<file path="src/rtl/rename_pkg.sv">
// Shared rename-stage constants and the prefix popcount helper used by the
// free list and the rename map table.
package rename_pkg;

  localparam int RENAME_W = 4;
  localparam int TAG_W    = 6;

  // Number of set bits in mask[n-1:0]; n ranges over 0..RENAME_W.
  function automatic logic [2:0] popcnt_below(input logic [RENAME_W-1:0] mask,
                                              input int n);
    logic [2:0] c;
    c = '0;
    for (int b = 0; b < RENAME_W; b++) begin
      if (b < n && mask[b]) c = c + 3'd1;
    end
    return c;
  endfunction

endpackage

</file>
<file path="src/rtl/freelist_if.sv">
// Rename-side and commit-side signal bundle of the physical-register free list.
interface freelist_if #(parameter int WIDTH = rename_pkg::TAG_W);
  import rename_pkg::*;

  // Allocation handshake: o_ready is the ready, i_alloc_en the valid; a group
  // is granted exactly on a cycle where both are high and i_return is low.
  // o_ready is derived from registered state only, never from i_req_mask.
  logic [RENAME_W-1:0]       i_req_mask;
  logic                      i_alloc_en;
  logic [RENAME_W*WIDTH-1:0] o_tags4x;
  logic                      o_ready;
  logic [RENAME_W-1:0]       i_free_mask;
  logic [RENAME_W*WIDTH-1:0] i_free_tags4x;
  logic                      i_save_en;
  logic [RENAME_W-1:0]       i_save_mask;
  logic                      i_return;
  logic [WIDTH:0]            o_count;

  modport master (
    output i_req_mask, i_alloc_en, i_free_mask, i_free_tags4x,
           i_save_en, i_save_mask, i_return,
    input  o_tags4x, o_ready, o_count
  );

  modport slave (
    input  i_req_mask, i_alloc_en, i_free_mask, i_free_tags4x,
           i_save_en, i_save_mask, i_return,
    output o_tags4x, o_ready, o_count
  );

endinterface

</file>
<file path="src/rtl/popcnt_prefix4.sv">
// Prefix popcount of a 4-bit slot mask: pre[i] = set bits in mask[i-1:0],
// pre[4] = total.
module popcnt_prefix4
  import rename_pkg::*;
(
  input  logic [RENAME_W-1:0]      mask,
  output logic [RENAME_W:0][2:0]   pre
);

  for (genvar g = 0; g <= RENAME_W; g++) begin : g_pre
    assign pre[g] = popcnt_below(mask, g);
  end

endmodule

</file>
<file path="src/rtl/freelist.sv">
// Physical-register free list: circular buffer of free tags with one head
// checkpoint. Optional stall counter enabled by macro FREELIST_STATS_EN.
module freelist
  import rename_pkg::*;
#(
  parameter int WIDTH = TAG_W
) (
  input  logic        i_clk,
  input  logic        i_rst,
  freelist_if.slave   fl
`ifdef FREELIST_STATS_EN
  ,
  output logic [31:0] o_stall_cnt
`endif
);

  localparam int DEPTH = 1 << WIDTH;

  logic [WIDTH-1:0]         ram [DEPTH];
  logic [WIDTH:0]           head;
  logic [WIDTH:0]           tail;
  logic [WIDTH:0]           saved_head;
  logic [WIDTH:0]           count;
  logic [RENAME_W:0][2:0]   alloc_pre;
  logic [RENAME_W:0][2:0]   free_pre;
  logic [RENAME_W-1:0]      free_eff;
  logic [2:0]               save_cnt;
  logic                     alloc_fire;

  // Tag 0 is never held, so a release of tag 0 is dropped entirely.
  for (genvar g = 0; g < RENAME_W; g++) begin : g_free
    assign free_eff[g] = fl.i_free_mask[g] && (fl.i_free_tags4x[g*WIDTH +: WIDTH] != '0);
  end

  popcnt_prefix4 u_alloc_pre (.mask(fl.i_req_mask), .pre(alloc_pre));
  popcnt_prefix4 u_free_pre  (.mask(free_eff),      .pre(free_pre));

  assign count      = tail - head;
  assign fl.o_count = count;
  assign fl.o_ready = (count >= (WIDTH+1)'(4));
  assign alloc_fire = fl.i_alloc_en && fl.o_ready && !fl.i_return;
  assign save_cnt   = popcnt_below(fl.i_req_mask & fl.i_save_mask, RENAME_W);

  // Requesting slots receive consecutive entries from head, in slot order.
  for (genvar g = 0; g < RENAME_W; g++) begin : g_slot
    logic [WIDTH-1:0] idx;
    assign idx = head[WIDTH-1:0] + WIDTH'(alloc_pre[g]);
    assign fl.o_tags4x[g*WIDTH +: WIDTH] = fl.i_req_mask[g] ? ram[idx] : '0;
  end

  always_ff @(posedge i_clk or posedge i_rst) begin
    if (i_rst) begin
      head       <= '0;
      tail       <= (WIDTH+1)'(DEPTH - 1);
      saved_head <= '0;
    end else begin
      tail <= tail + (WIDTH+1)'(free_pre[RENAME_W]);
      if (fl.i_return) begin
        head <= saved_head;
      end else if (alloc_fire) begin
        head <= head + (WIDTH+1)'(alloc_pre[RENAME_W]);
      end
      // Slots older than the branch keep their tags across a later restore.
      if (fl.i_save_en && !fl.i_return) begin
        saved_head <= head + (WIDTH+1)'(alloc_fire ? save_cnt : 3'd0);
      end
    end
  end

  always_ff @(posedge i_clk or posedge i_rst) begin
    if (i_rst) begin
      for (int k = 0; k < DEPTH; k++) begin
        ram[k] <= (k == DEPTH - 1) ? '0 : WIDTH'(k + 1);
      end
    end else begin
      for (int i = 0; i < RENAME_W; i++) begin
        if (free_eff[i]) begin
          ram[tail[WIDTH-1:0] + WIDTH'(free_pre[i])] <= fl.i_free_tags4x[i*WIDTH +: WIDTH];
        end
      end
    end
  end

`ifdef FREELIST_STATS_EN
  always_ff @(posedge i_clk or posedge i_rst) begin
    if (i_rst) begin
      o_stall_cnt <= '0;
    end else if (fl.i_alloc_en && !fl.o_ready && !fl.i_return && (o_stall_cnt != '1)) begin
      o_stall_cnt <= o_stall_cnt + 32'd1;
    end
  end
`endif

endmodule

</file>
<file path="src/flat_wrapper.sv">
// flat-port wrapper written by rule: the top's interface ports become plain ports
module freelist_flat import rename_pkg::*;
#(
  parameter int WIDTH = TAG_W
)
  (i_clk, i_rst, fl_i_req_mask, fl_i_alloc_en, fl_i_free_mask, fl_i_free_tags4x, fl_i_save_en, fl_i_save_mask, fl_i_return, fl_o_tags4x, fl_o_ready, fl_o_count);
  freelist_if #(.WIDTH(WIDTH)) fl_i ();
  input  logic i_clk;
  input  logic i_rst;
  input wire logic [$bits(fl_i.i_req_mask)-1:0] fl_i_req_mask;
  input wire logic [$bits(fl_i.i_alloc_en)-1:0] fl_i_alloc_en;
  input wire logic [$bits(fl_i.i_free_mask)-1:0] fl_i_free_mask;
  input wire logic [$bits(fl_i.i_free_tags4x)-1:0] fl_i_free_tags4x;
  input wire logic [$bits(fl_i.i_save_en)-1:0] fl_i_save_en;
  input wire logic [$bits(fl_i.i_save_mask)-1:0] fl_i_save_mask;
  input wire logic [$bits(fl_i.i_return)-1:0] fl_i_return;
  output wire logic [$bits(fl_i.o_tags4x)-1:0] fl_o_tags4x;
  output wire logic [$bits(fl_i.o_ready)-1:0] fl_o_ready;
  output wire logic [$bits(fl_i.o_count)-1:0] fl_o_count;
  assign fl_i.i_req_mask = fl_i_req_mask;
  assign fl_i.i_alloc_en = fl_i_alloc_en;
  assign fl_i.i_free_mask = fl_i_free_mask;
  assign fl_i.i_free_tags4x = fl_i_free_tags4x;
  assign fl_i.i_save_en = fl_i_save_en;
  assign fl_i.i_save_mask = fl_i_save_mask;
  assign fl_i.i_return = fl_i_return;
  assign fl_o_tags4x = fl_i.o_tags4x;
  assign fl_o_ready = fl_i.o_ready;
  assign fl_o_count = fl_i.o_count;
  freelist #(.WIDTH(WIDTH)) u_core (.i_clk(i_clk), .i_rst(i_rst), .fl(fl_i));
endmodule
</file>
<file path="config.mk">
export PLATFORM = sky130hd
export DESIGN_NAME = freelist_flat
export DESIGN_NICKNAME = d
export VERILOG_FILES = /design/src/rtl/rename_pkg.sv /design/src/rtl/freelist_if.sv /design/src/rtl/popcnt_prefix4.sv /design/src/rtl/freelist.sv /design/src/flat_wrapper.sv
export SDC_FILE = /design/constraint.sdc
export NUM_CORES = 2
export LEC_CHECK = 0
export ABC_AREA = 1
export BUFFER_PORTS_ARGS = -buffer_cell sky130_fd_sc_hd__clkbuf_2
export CAP_MARGIN = 5
export CORE_MARGIN = 1
export CORE_UTILIZATION = 36
export CTS_BUF_LIST = sky130_fd_sc_hd__clkbuf_4 sky130_fd_sc_hd__clkbuf_8 sky130_fd_sc_hd__clkbuf_16
export DETAILED_ROUTE_END_ITERATION = 12
export PLACE_DENSITY = 0.46
export SLEW_MARGIN = 25
export SYNTH_ARGS = -nofsm -noshare
export SYNTH_HDL_FRONTEND = slang
export SYNTH_SLANG_ARGS = --single-unit
</file>
<file path="constraint.sdc">
create_clock -name i_clk -period 38 [get_ports i_clk]
set_input_delay 3.8 -clock i_clk [delete_from_list [all_inputs] [get_ports i_clk]]
set_output_delay 3.8 -clock i_clk [all_outputs]
set_load 0.005 [all_outputs]
</file>
==> results_dict.tcl <==
set metrics [dict create \
    cts.path.max_buffers 3 \
    grt_use_met2_pct 63.70 \
    yosysUniqueCellTypes 35 \
    setup_slack_ns 24.61 \
    post_cts_buffers 0 \
    grt_pass1_wl_um 488300 \
    end_kind "output pin" \
    num_rows 141 \
    path_cells "clkbuf_2 -> inv_1 -> ha_1 -> xor2_1 -> ha_4 -> inv_1 -> fa_4 -> buf_4 -> inv_4 -> buf_4 -> nand3_1 -> nand2_1 -> nand2_1 -> nand2_1 -> nand2_1 -> nand3_1 -> nand2_1 -> nor2_1 -> nor2_1 -> clkbuf_2" \
    met3_usage_pct 11.80 \
    cts_buffers 66 \
    fin_crit_ns 13.39 \
    synth_fp_nets 10540 \
    viasPerCell 5.984 \
    synth_area_leaders "nand2_1, nand3_1, dfstp_2" \
    routed_wl_um 348700 \
    cp_num_buf_inv 7 \
    crit_arrival_ns 9.59 \
    insertion_delay_ns 0.71 \
    die_width_um 389.1 \
    ys_seq_area_share_pct 19.25 \
    netlist_area_sq_um 53940 \
    drv_slew 0 \
    portBuffers 72 \
    yosys.area.top_type_share_pct 32.97 \
    final_common_cell "nand2_1" \
    ys_seq_elements 405 \
    cts_hold_buf 0 \
    cts_sinks 405 \
    drv_cap 0 \
    path_max_fanout 50 \
    initial_utilization_pct 36.40 \
    regToRegSetupSlack_ns 32.57 \
    drc 0 \
    critPathKind "primary input to output pin" \
    syn_area_per_cell_sq_um 5.158 \
    rsz0062_at_grt "no" \
    clockRootBuffer "clkbuf_16" \
    final_cell_mix "nand2_1, nand3_1, inv_1" \
    path_delay_family "buffers and inverters" \
    hold-path-cell-count 2 \
    gr-max-usage-layer "met2" \
    grtUsageMet1_pct 58.58 \
    overflow 0 \
    maxSlewHeadroom_pct 12.45 \
    drt_iter0_drc 10370 \
    die_y_um 389.1 \
    startpoint_type "primary input" \
    drive_gt1_share_pct 7.480 \
    postRouteAntennaNets 0 \
    area_delta_synth_final_pct 6.669 \
    run_status "completed" \
    yosysTopAreaCell "nand2_1" \
    setup_violations 0 \
    drt-wirelength-per-cell_um 29.07 \
    skew_ns 0.02971 \
    die_area_sq_um 151400 \
    syn-instance-count 10460 \
    cpMostUsedCell "nand2_1" \
    path_clk_slew_ns 0.06 \
    fill_cells 16790 \
    worstPathRequired_ns 34.20 \
    power_density_nw_per_um2 109.9 \
    vias 71770 \
    hp-class "register to register" \
    max_clock_freq_mhz 74.67 \
    ys_warn_count 0 \
    setup_tns_ns 0 \
    grt_pass1_vias 64630 \
    hold_viol 0 \
    place.gp.congestion 1.055 \
    rr_worst_depth 14 \
    cts_resized 0 \
    slowest_delay_ns 0.78 \
    h-tree-depth 3 \
    crit_slowest_cell "fa_4" \
    core_area_sq_um 148200 \
    drt-pass1-iter-count 9 \
    peakVddDrop_mv 0.07448 \
    track_usage_pct 44.70 \
    hpwl_um 227400 \
    fin_crit_sh_pct 35.24 \
    place_ws_ns 24.89 \
    antenna_found_initial 16 \
    cts_tree "done" \
    cp.depth 20 \
    post-place-cells 11860 \
    top_level_ports 73 \
    p_leak_nw 32.20 \
    nets 10090 \
    worst_slew_pin_slew_ns 1.312 \
    instances_no_fill 11990 \
    grt_max_degree 196 \
]
[synthesized netlist by cell type]
master    count
buf_8         1
dfstp_2     198
clkbuf_1    426
nor2_4        8
buf_6         3
xnor2_2       2
nand3_1    1826
clkinv_1     65
nand2_1    4738
buf_1       158
buf_4        28
nor2_2        9
inv_1      1243
fa_1          8
buf_2       135
nand3_4      24
nor3_2        6
o211ai_1     44
nand4_1     454
nand3_2      16
o21ai_0     262
xor2_2        2
nor2_1      163
a21o_1        1
dfrtp_1     207
nand3b_1      4
ha_1         38
o21ai_1       1
xor2_1       27
xnor2_1       6
inv_2        78
mux2_2        1
a21oi_1     269
or2_2         1
nand2_2       4
[sequential cells by signal, summed over array words and instances (netlist names)]
name,count
u_core.head,7
u_core.ram,384
u_core.saved_head,7
u_core.tail,7
[final cells by class]
class	instances	area, sq um	share of cell area [%]
Tap cell	1930	2415	4.197
Clock inverter	31	329.1	0.5720
Clock buffer	91	1882	3.271
Multi-Input combinational cell	7914	35600	61.87
Timing Repair Buffer	227	1632	2.836
Inverter	1386	5265	9.151
Sequential cell	405	10390	18.06
Antenna cell	9	22.52	0.03914
[final timing paths]
path                                                    endpoint                              from
max in group asynchronous              u_core.ram[121]$_DFF_PP0_                             i_rst
worst max-delay path                             fl_o_tags4x[18]                  fl_i_req_mask[0]
worst min register to register  u_core.saved_head[1]$_DFFE_PP0P_  u_core.saved_head[1]$_DFFE_PP0P_
worst max register to register         u_core.ram[285]$_DFF_PP0_          u_core.tail[1]$_DFF_PP1_
worst min-delay path            u_core.saved_head[1]$_DFFE_PP0P_  u_core.saved_head[1]$_DFFE_PP0P_
min in group asynchronous              u_core.ram[317]$_DFF_PP0_                             i_rst
[metrics by stage]
| stage | total power [mW] | util [%] | area (sq um) | hold WS [ns] |
|---|---|---|---|---|
| 4_1_cts | 6.104 | 38.81 | 57510 | 0.4919 |
| 6_report | 6.322 | 38.82 | 57530 | 0.4889 |
| 3_5_place_dp | 5.431 | 37.32 | 55300 | 0.4733 |
| 3_3_place_gp | 5.435 | 37.27 | 55230 | 0.4672 |
| 2_1_floorplan | 3.604 | - | 53940 | 0.4492 |
| 5_1_grt | 6.611 | 38.81 | 57510 | 0.5261 |
[report_power, final]
part	internal, mW	switching, mW	leakage [nW]
logic	1.11	3.36	26.7
clock network	0.383	0.275	1.12
registers	0.724	0.474	4.38
[metal layers]
metal / vias up / part of all wire, %
met4: 16 / 7.9
met1: 33510 / 39
met5: - / 0.026
met2: 5088 / 40
li1: 32000 / -
met3: 1149 / 13
[kinds of logic (layout without fill, tap and decap cells)]
kind of cell | after synthesis | after routing | synth area share [%]
compound gates | 577 | 577 | 5.563
xor+xnor | 37 | 37 | 0.6565
fa+ha+maj | 46 | 46 | 1.178
buf+inv | 2137 | 1735 | 15.44
flops | 405 | 405 | 19.25
mux | 1 | 1 | 0.02088
other cells | 0 | 9 | 0
simple gates | 7253 | 7253 | 57.89
[worst min-delay path, delay by kind of cell, from the launching register on]
kind             cells  cell delay [ns]
flip-flops           1             0.35
AND/OR/NAND/NOR      2             0.10
(Power assumes the default switching activity.)
